--- src/rtl/rr_arbiter16_pkg.sv ---
// arb_pkg: shared types, sizes and the rotating winner search for rr_arbiter16
package arb_pkg;
  localparam int N_REQ = 16;
  localparam int IDX_W = 4;
  typedef enum logic {IDLE, GRANT} state_t;
  // Rotate so ptr lands at bit 0, take the lowest set bit, then undo the rotation
  function automatic logic [IDX_W:0] rr_pick(input logic [N_REQ-1:0] req, input logic [IDX_W-1:0] ptr);
    logic [2*N_REQ-1:0] dbl;
    logic [IDX_W:0] r;
    dbl = {req, req} >> ptr;
    r = '0;
    for (int i = N_REQ - 1; i >= 0; i--)
      if (dbl[i]) r = {1'b1, IDX_W'(i) + ptr};
    return r;
  endfunction
endpackage

--- src/rtl/rr_arbiter16_if.sv ---
// rr_arbiter16_if: request/grant bundle between requesting engines and the arbiter
interface rr_arbiter16_if;
  import arb_pkg::*;
  logic en;
  logic [N_REQ-1:0] req;
  logic [N_REQ-1:0] gnt;
  logic [IDX_W-1:0] gnt_idx;
  logic gnt_valid;
  logic preempt;
  modport master (output en, req, input gnt, gnt_idx, gnt_valid, preempt);
  modport slave (input en, req, output gnt, gnt_idx, gnt_valid, preempt);
endinterface

--- src/rtl/rr_arbiter16_onehot_dec4to16.sv ---
// onehot_dec4to16: combinational 4-to-16 one-hot decoder with enable
module onehot_dec4to16 (
  input  logic [3:0]  in,
  input  logic        en,
  output logic [15:0] out
);
  assign out = en ? 16'd1 << in : 16'd0;
endmodule

--- src/rtl/rr_arbiter16.sv ---
// rr_arbiter16: round-robin arbiter for 16 requesters with hold-time preemption
module rr_arbiter16
  import arb_pkg::*;
#(
  parameter int MAX_HOLD = 255,
  parameter int CNT_W    = 8
) (
  input logic          clk,
  input logic          rst,
  rr_arbiter16_if.slave bus
);
  state_t state_q, state_d;
  logic [IDX_W-1:0] ptr_q, ptr_d, idx_q, idx_d;
  logic [CNT_W-1:0] hold_q, hold_d;
  logic [N_REQ-1:0] gnt_q, gnt_d;
  logic valid_q, valid_d, preempt_q, preempt_d;
  logic [IDX_W:0] pick;
  assign pick = rr_pick(bus.req, ptr_q);
  always_comb begin
    state_d   = state_q;
    ptr_d     = ptr_q;
    idx_d     = '0;
    hold_d    = '0;
    preempt_d = 1'b0;
    if (state_q == IDLE) begin
      if (bus.en && pick[IDX_W]) begin
        state_d = GRANT;
        idx_d   = pick[IDX_W-1:0];
        hold_d  = CNT_W'(1);
      end
    end else if (!bus.en) begin
      state_d = IDLE;
    end else if (!bus.req[idx_q] || hold_q == CNT_W'(MAX_HOLD)) begin
      state_d   = IDLE;
      ptr_d     = idx_q + IDX_W'(1);
      preempt_d = bus.req[idx_q];
    end else begin
      idx_d  = idx_q;
      hold_d = hold_q + CNT_W'(1);
    end
    valid_d = state_d == GRANT;
  end
  onehot_dec4to16 u_dec (.in(idx_d), .en(valid_d), .out(gnt_d));
  always_ff @(posedge clk or posedge rst)
    if (rst) begin
      state_q   <= IDLE;
      ptr_q     <= '0;
      idx_q     <= '0;
      hold_q    <= '0;
      gnt_q     <= '0;
      valid_q   <= 1'b0;
      preempt_q <= 1'b0;
    end else begin
      state_q   <= state_d;
      ptr_q     <= ptr_d;
      idx_q     <= idx_d;
      hold_q    <= hold_d;
      gnt_q     <= gnt_d;
      valid_q   <= valid_d;
      preempt_q <= preempt_d;
    end
  assign bus.gnt       = gnt_q;
  assign bus.gnt_idx   = idx_q;
  assign bus.gnt_valid = valid_q;
  assign bus.preempt   = preempt_q;
endmodule

--- src/flat_wrapper.sv ---
// flat-port wrapper written by rule: the top's interface ports become plain ports
module rr_arbiter16_flat import arb_pkg::*;
#(
  parameter int MAX_HOLD = 255,
  parameter int CNT_W    = 8
)
  (clk, rst, bus_en, bus_req, bus_gnt, bus_gnt_idx, bus_gnt_valid, bus_preempt);
  rr_arbiter16_if bus_i ();
  input logic clk;
  input logic rst;
  input wire logic [$bits(bus_i.en)-1:0] bus_en;
  input wire logic [$bits(bus_i.req)-1:0] bus_req;
  output wire logic [$bits(bus_i.gnt)-1:0] bus_gnt;
  output wire logic [$bits(bus_i.gnt_idx)-1:0] bus_gnt_idx;
  output wire logic [$bits(bus_i.gnt_valid)-1:0] bus_gnt_valid;
  output wire logic [$bits(bus_i.preempt)-1:0] bus_preempt;
  assign bus_i.en = bus_en;
  assign bus_i.req = bus_req;
  assign bus_gnt = bus_i.gnt;
  assign bus_gnt_idx = bus_i.gnt_idx;
  assign bus_gnt_valid = bus_i.gnt_valid;
  assign bus_preempt = bus_i.preempt;
  rr_arbiter16 #(.MAX_HOLD(MAX_HOLD), .CNT_W(CNT_W)) u_core (.clk(clk), .rst(rst), .bus(bus_i));
endmodule
--- config.mk ---
export PLATFORM = sky130hd
export DESIGN_NAME = rr_arbiter16_flat
export DESIGN_NICKNAME = d
export VERILOG_FILES = /design/src/rtl/rr_arbiter16_pkg.sv /design/src/rtl/rr_arbiter16_if.sv /design/src/rtl/rr_arbiter16_onehot_dec4to16.sv /design/src/rtl/rr_arbiter16.sv /design/src/flat_wrapper.sv
export SDC_FILE = /design/constraint.sdc
export NUM_CORES = 1
export LEC_CHECK = 0
export CAP_MARGIN = 30
export CORE_MARGIN = 10
export CORE_UTILIZATION = 50
export DETAILED_ROUTE_END_ITERATION = 10
export GPL_TIMING_DRIVEN = 0
export HOLD_SLACK_MARGIN = 0.06
export PLACE_DENSITY = 0.71
export SYNTH_ARGS = -nofsm -noshare
export SYNTH_HDL_FRONTEND = slang
export SYNTH_SLANG_ARGS = --single-unit
--- constraint.sdc ---
create_clock -name clk -period 4.45 [get_ports clk]
set_input_delay 0.445 -clock clk [delete_from_list [all_inputs] [get_ports clk]]
set_output_delay 0.445 -clock clk [all_outputs]
set_load 0.005 [all_outputs]
## Yosys cells after proc, flatten, opt, wreduce, memory -nomap -nowiden

Cells that the tools add are included.

- $add $sub $neg: 17
- $lt $le $gt $ge: 1
- Equality and inequality tests: 1
- Shift-type cells: 2
- Multiplexer cells: 34
- Reductions and logical operators: 4

Operator list:

| operator | count |
|---|---|
| two-way mux 5 bit | 16 |
| adder 4 bit, first input constant | 8 |
| right shift 32 x 4 -> 16 bit | 1 |
| two-way mux 8 bit | 3 |
| adder 3 x 4 -> 4 bit, first input constant | 4 |
| two-way mux 16 bit | 1 |
| two-way mux 4 bit | 4 |
| << shifter 1 x 4 -> 16 bit, first input constant | 1 |
| two-way mux 1 bit | 9 |
| adder 2 x 4 -> 4 bit, first input constant | 2 |
| adder 8 x 1 -> 8 bit, second input constant | 1 |
| == test 8 bit, second input constant | 1 |
| less-than comparator 4 x 5 -> 1 bit, second input constant | 1 |
| adder 1 x 4 -> 4 bit, first input constant | 1 |
| adder 4 x 1 -> 4 bit, second input constant | 1 |
| binary-select mux 1 bit (select 4 bit) | 1 |
| AND reduction 3 bit | 1 |
| logical AND 1 bit | 1 |
| zero test 1 bit | 1 |
| logical OR 1 bit | 1 |

- Flip-flop bits (word level): 34
- Input port bits: 19
- Output and inout bits: 22
- Logic and storage cells: 65

## Longest topological paths before layout

- Depth in word-level cells: 22
- Gate-level depth with buffers: 15
- Gate-level depth less buffers: 10

## Modules after synthesis

Synthesis repeated with hierarchy kept, for this count alone.

- Cells, all modules: 353
- Area, all modules: 3393.3 µm²

By module, submodules not included:

| module | instances | cells each | area an instance (µm²) | seq. area each (µm²) |
|---|---|---|---|---|
| rr_arbiter16 | 1 | 330 | 3273.1 | 850.8 |
| onehot_dec4to16 | 1 | 23 | 120.1 | 0.0 |

## Least setup slack after synthesis

Ideal clock, no wire load.

- Path kind: register -> register
- Start point: register u_core.ptr_q[2]
- End point: register u_core.gnt_q[7] (netlist: u_core.bus.gnt[7])
- Library setup time: 95 ps
- Data arrival time: 3440 ps
- Data required time: 4355 ps
- Setup slack: 915 ps
- Stages on the path, launching flop included: 16
- Buffers on the path: 5
- Period minus slack after synthesis: 3535 ps
- Cell sequence: dfrtp_1 buf_6 buf_12 inv_1 buf_1 clkbuf_1 ha_1 a21boi_0 xnor2_1 and4b_1 nor4_1 o211ai_1 a41oi_1 o21ai_2 buf_2 nor4b_2

- Cells in the longest elaborated chain, start to end: 22
- Elaborated cells on any way between the ends: 39
- Classes of those cells: add/sub (15); shift (2); mux (21); reduce/logical (1)

Ends and longest elaborated chain:

| element | line | RTL |
|---|---|---|
| start: declaration | rr_arbiter16.sv:13 | `logic [IDX_W-1:0] ptr_q, ptr_d, idx_q, idx_d;` |
| start signal: assignment | rr_arbiter16.sv:55 | `ptr_q <= ptr_d;` |
| right shift 32 x 4 -> 16 bit | rr_arbiter16_pkg.sv:10 | `dbl = {req, req} >> ptr;` |
| two-way mux 5 bit (15 in a row) | rr_arbiter16_pkg.sv:13 | `if (dbl[i]) r = {1'b1, IDX_W'(i) + ptr};` |
| two-way mux 5 bit * | rr_arbiter16_pkg.sv:13 |  |
| logical AND 1 bit | rr_arbiter16.sv:26 | `if (bus.en && pick[IDX_W]) begin` |
| two-way mux 4 bit * | rr_arbiter16.sv:26 |  |
| two-way mux 4 bit * | rr_arbiter16.sv:25 | `if (state_q == IDLE) begin` |
| named net u_core.idx_d[3] | rr_arbiter16.sv:13 |  |
| << shifter 1 x 4 -> 16 bit * | rr_arbiter16_onehot_dec4to16.sv:7 | `assign out = en ? 16'd1 << in : 16'd0;` |
| two-way mux 16 bit * | rr_arbiter16_onehot_dec4to16.sv:7 |  |
| named net u_core.gnt_d[7] | rr_arbiter16.sv:15 | `logic [N_REQ-1:0] gnt_q, gnt_d;` |
| end signal: assignment | rr_arbiter16.sv:58 | `gnt_q <= gnt_d;` |
| end: declaration | rr_arbiter16.sv:15 |  |

Mark *: on every way through the listed nets, which the timed path passes. The rest lies on a longest branch.
A chain may end at the register's enable or synchronous reset.

## Worst setup path after layout

- Start point: register u_core.ptr_q[2]
- End point: register u_core.gnt_q[8] (netlist: u_core.bus.gnt[8])

The elaborated chain is that of the path after synthesis.

==> summary by stage <==
Outcome
The flow ran to the end, and the final reports show no timing, DRC or antenna violations.

STA
The maximum clock skew at final layout is roughly 0.0044 ns. Static timing analysis puts the maximum clock frequency at 234.5 MHz. The hold violation count in the final report is 0. Setup repair after global routing left no endpoint under its margin. The worst-case headroom to the max-slew limit is 0.4327. The worst path meets setup with ~0.19 ns of slack. The final-report max-slew violation count is 0. The slew at the pin with the worst max-slew slack is 0.8445 ns. Dividing the final minimum period by the clock period gives 0.9581.

The clock period could shrink to 4.264 ns. The final-report setup violation count is 0.

Synth
The gate count of the mapped netlist is 442. Yosys printed 0 warnings. The synthesized area per cell is 10.13 um2.

The number of flops mapped to enable cells by yosys is 0. In this run, synthesis produced a sequential element count of 34. Yosys mapped the design onto 73 distinct sky130hd cell types. The net count of the mapped netlist is 470. The sequential fraction of the synthesis area is 0.1899. The async set or reset register ratio after synthesis is 1.000. In the synthesized netlist the dominant register cell turns out to be sky130_fd_sc_hd__dfrtp_1. In this run the cell area of the synthesized design comes to about 0.0045 mm2.

Power and ir drop
The worst IR drop on VDD is 0.3672 mV. For this design the static power due to leakage is ~1.9 nW. The power density of the placed cells is between 700 and 800 mW/mm2.

Layout
The area growth from synthesis to layout is 15.61%. The top cell types in the final layout, fill and taps aside, are sky130_fd_sc_hd__mux4_2, sky130_fd_sc_hd__clkdlybuf4s50_1, sky130_fd_sc_hd__dfrtp_1. The post-layout instance count excluding filler cells is 600.

The final core area utilization is 0.5938. The most frequent standard cell in the layout excluding fill and tap cells is sky130_fd_sc_hd__mux4_2. In the final layout, the share of cells above drive strength 1 is 0.2439. 0 antenna diodes ended up in the layout. The net total in the final layout is 520. The final non-filler cell area is 0.005179 mm2.

Job
The number of max-cap violations is 0.

Critical path
The worst setup path is launched from a register. The count of cells along the worst register-to-register path is 12. At the worst endpoint, the arrival time is 4.44 ns. The number of buffers and inverters on the critical path is 7. In this design, the largest share of critical-path delay is due to buffers and inverters. The setup path with the least slack is of type reg2reg. On the worst path, the slowest cell contributes a delay of 0.54 ns. The signal on the critical path passes through buf_6 > buf_12 > buf_2 > buf_2 > buf_1 > clkbuf_1 > a31oi_1 > o41ai_1 > a2111oi_1 > a221o_2 > buf_6 > nor4b_2.

The capture instance of the worst register-to-register path is u_core.bus.gnt[8]. The startpoint of the worst-slack reg-to-reg timing path is u_core.ptr_q[2]. The minimum setup slack among reg-to-reg paths is 0.19 ns. In this run the worst path has a maximum fanout of 10. The kind of end point of the critical path is a register. On the critical path, the stage with the largest delay is an instance of sky130_fd_sc_hd__clkbuf_1. STA puts the critical path data required time at roughly 4.6 ns.

Floorplanning
For this configuration, the core starts out at a cell density of 0.5136. The core region area is 0.008721 mm2. The horizontal die dimension is ~110 um.

Pin placement for this block handled 41 I/O pins. The floorplan step defined a die boundary enclosing 0.01314 mm2. Measured along the y axis, the die boundary spans ~110 um. The floorplan row count is 34.

Global routing
For this run, the total global-route usage over all layers was measured as 0.2363. The leftover overflow at the end of global routing is 0. The initial antenna violation count was 0. The first global-routing pass estimated 24.79 mm of wire. Entering global routing, the biggest net connects 23 pins. The via count of the first global-routing pass is 4,257.

Route
The first-pass iteration count of the detailed router is 5. The routed wire length per instance is around 26 um. The detail route stage leaves a number of antenna-violating nets equal to 0.

The detailed router finished its first iteration with 460 violations. After detailed routing, the number of vias per cell comes to between 7 and 8. The post-route DRC violation count is 0. The total wirelength of the detailed-routed design is roughly 16 mm. Detailed routing inserted a total of 4,301 vias.

Worst hold path
The worst hold path class is in2async.

Clocking
The latest clock arrival within the worst-skew pair is 0.28 ns. The maximum clock insertion buffer count is 2. The number of sinks on the clock net is 34.

The cts-stage hold buffer count is 0. The clock transition at the register clock pins on the worst setup and hold paths after CTS is 0.07 ns. TritonCTS created 5 clock buffers. TritonCTS built the clock tree.

The clock tree synthesis step divided the H-tree into 2 levels. The clock root buffer is sky130_fd_sc_hd__clkbuf_8.

Placement
Detailed placement finished with a half-perimeter wire length of roughly 12 mm. The number of instances in the placed design is 591. Timing analysis after detailed placement gives a worst setup slack of -0.3030 ns.

The last weighted congestion value of the routability-driven placer is 0.9653. The post-detailed-placement cell area is around 0.005 mm2. In this run the tool buffered the top-level ports with 40 buffer cells.
## repair_timing
action,in CTS,in global routing
pin swaps,1,0
resized for setup,2,2
buffers inserted,3,0
endpoints found under the setup margin,8,17
## through the flow
step | TNS [ns] | hold WS, ns | total power, mW
global placement | -3.652 | 0.5197 | 3.455
floorplan | 0 | 0.4901 | 2.613
finish | 0 | 0.5335 | 3.889
detailed placement | -3.549 | 0.5292 | 3.456
global route | 0 | 0.5813 | 4.110
CTS | 0 | 0.5422 | 3.799
## registers in the layout, summed over array words and instances (netlist names)
signal,count
u_core.bus.gnt,16
u_core.bus.gnt_idx,4
u_core.bus.preempt,1
u_core.hold_q,8
u_core.ptr_q,4
u_core.state_q,1
## final cells by class
class,instances,area (um2)
Clock buffer,6,82.58
Sequential cell,34,850.8
Timing Repair Buffer,44,450.4
Fill cell,727,3542
Multi-Input combinational cell,358,3363
Tap cell,108,135.1
Clock inverter,1,30.03
Inverter,9,33.78
Buffer,40,232.7
## worst max path at each step
stage / start / to / slack [ns] / cells after the start
final: u_core.ptr_q[2] / u_core.bus.gnt[8] / 0.19 / 12
after global routing: u_core.ptr_q[2] / u_core.bus.gnt[3] / 0.02 / 14
after floorplan: u_core.ptr_q[2] / u_core.bus.gnt[7] / 0.92 / 15
after global placement: bus_req[15] / u_core.bus.gnt[14] / -0.31 / 11
after detailed placement: bus_req[15] / u_core.bus.gnt[14] / -0.30 / 11
after CTS: u_core.ptr_q[1] / u_core.bus.gnt[14] / 0.17 / 12
## power by group
| part | total (mW) | internal, mW | leakage, nW | switching (mW) |
|---|---|---|---|---|
| clock | 0.286 | 0.179 | 0.0573 | 0.107 |
| sequential | 0.436 | 0.368 | 0.459 | 0.0681 |
| combinational | 3.17 | 1.29 | 1.39 | 1.88 |
| total | 3.89 | 1.83 | 1.90 | 2.06 |
## cells by family (layout without fill, tap and decap cells)
kind of cell | Yosys count | in the layout | share of synthesized area
AOI/OAI and AO/OA | 115 | 115 | 0.1900
xor gates and xnor gates | 16 | 16 | 0.03129
adders and majority gates | 9 | 9 | 0.02514
buffers and inverters | 50 | 100 | 0.05950
DFF | 34 | 34 | 0.1899
muxes | 83 | 83 | 0.3302
and+or+nand+nor | 135 | 135 | 0.1740
## synth_stat cells (all sizes together), types with 4 or more instances
| cell | number | area share |
|---|---|---|
| a211o | 6 | 0.012 |
| a211oi | 10 | 0.018 |
| a21boi | 6 | 0.010 |
| a21oi | 18 | 0.020 |
| a22oi | 5 | 0.0084 |
| and4 | 4 | 0.0078 |
| buf | 22 | 0.036 |
| clkbuf | 19 | 0.016 |
| dfrtp | 34 | 0.19 |
| ha | 9 | 0.025 |
| inv | 9 | 0.0075 |
| mux2 | 20 | 0.050 |
| mux2i | 15 | 0.035 |
| mux4 | 48 | 0.24 |
| nand2 | 28 | 0.023 |
| nand3 | 20 | 0.022 |
| nor2 | 28 | 0.023 |
| nor2b | 5 | 0.0070 |
| nor3 | 12 | 0.013 |
| nor4 | 9 | 0.018 |
| nor4b | 9 | 0.027 |
| o211ai | 7 | 0.012 |
| o21a | 4 | 0.0084 |
| o21ai | 16 | 0.019 |
| o22ai | 6 | 0.0084 |
| or3 | 4 | 0.0056 |
| xnor2 | 9 | 0.018 |
| xor2 | 7 | 0.014 |
## metal layers
layer / global-route usage / vias to the layer above / share of wire
met4: 0.09774 / 0 / 0.043
li1: - / 1887 / -
met1: 0.3315 / 2064 / 0.42
met3: 0.05451 / 56 / 0.10
met2: 0.3398 / 294 / 0.44
met5: 0 / - / 0
Note: power is estimated with default switching activity, not from simulation.
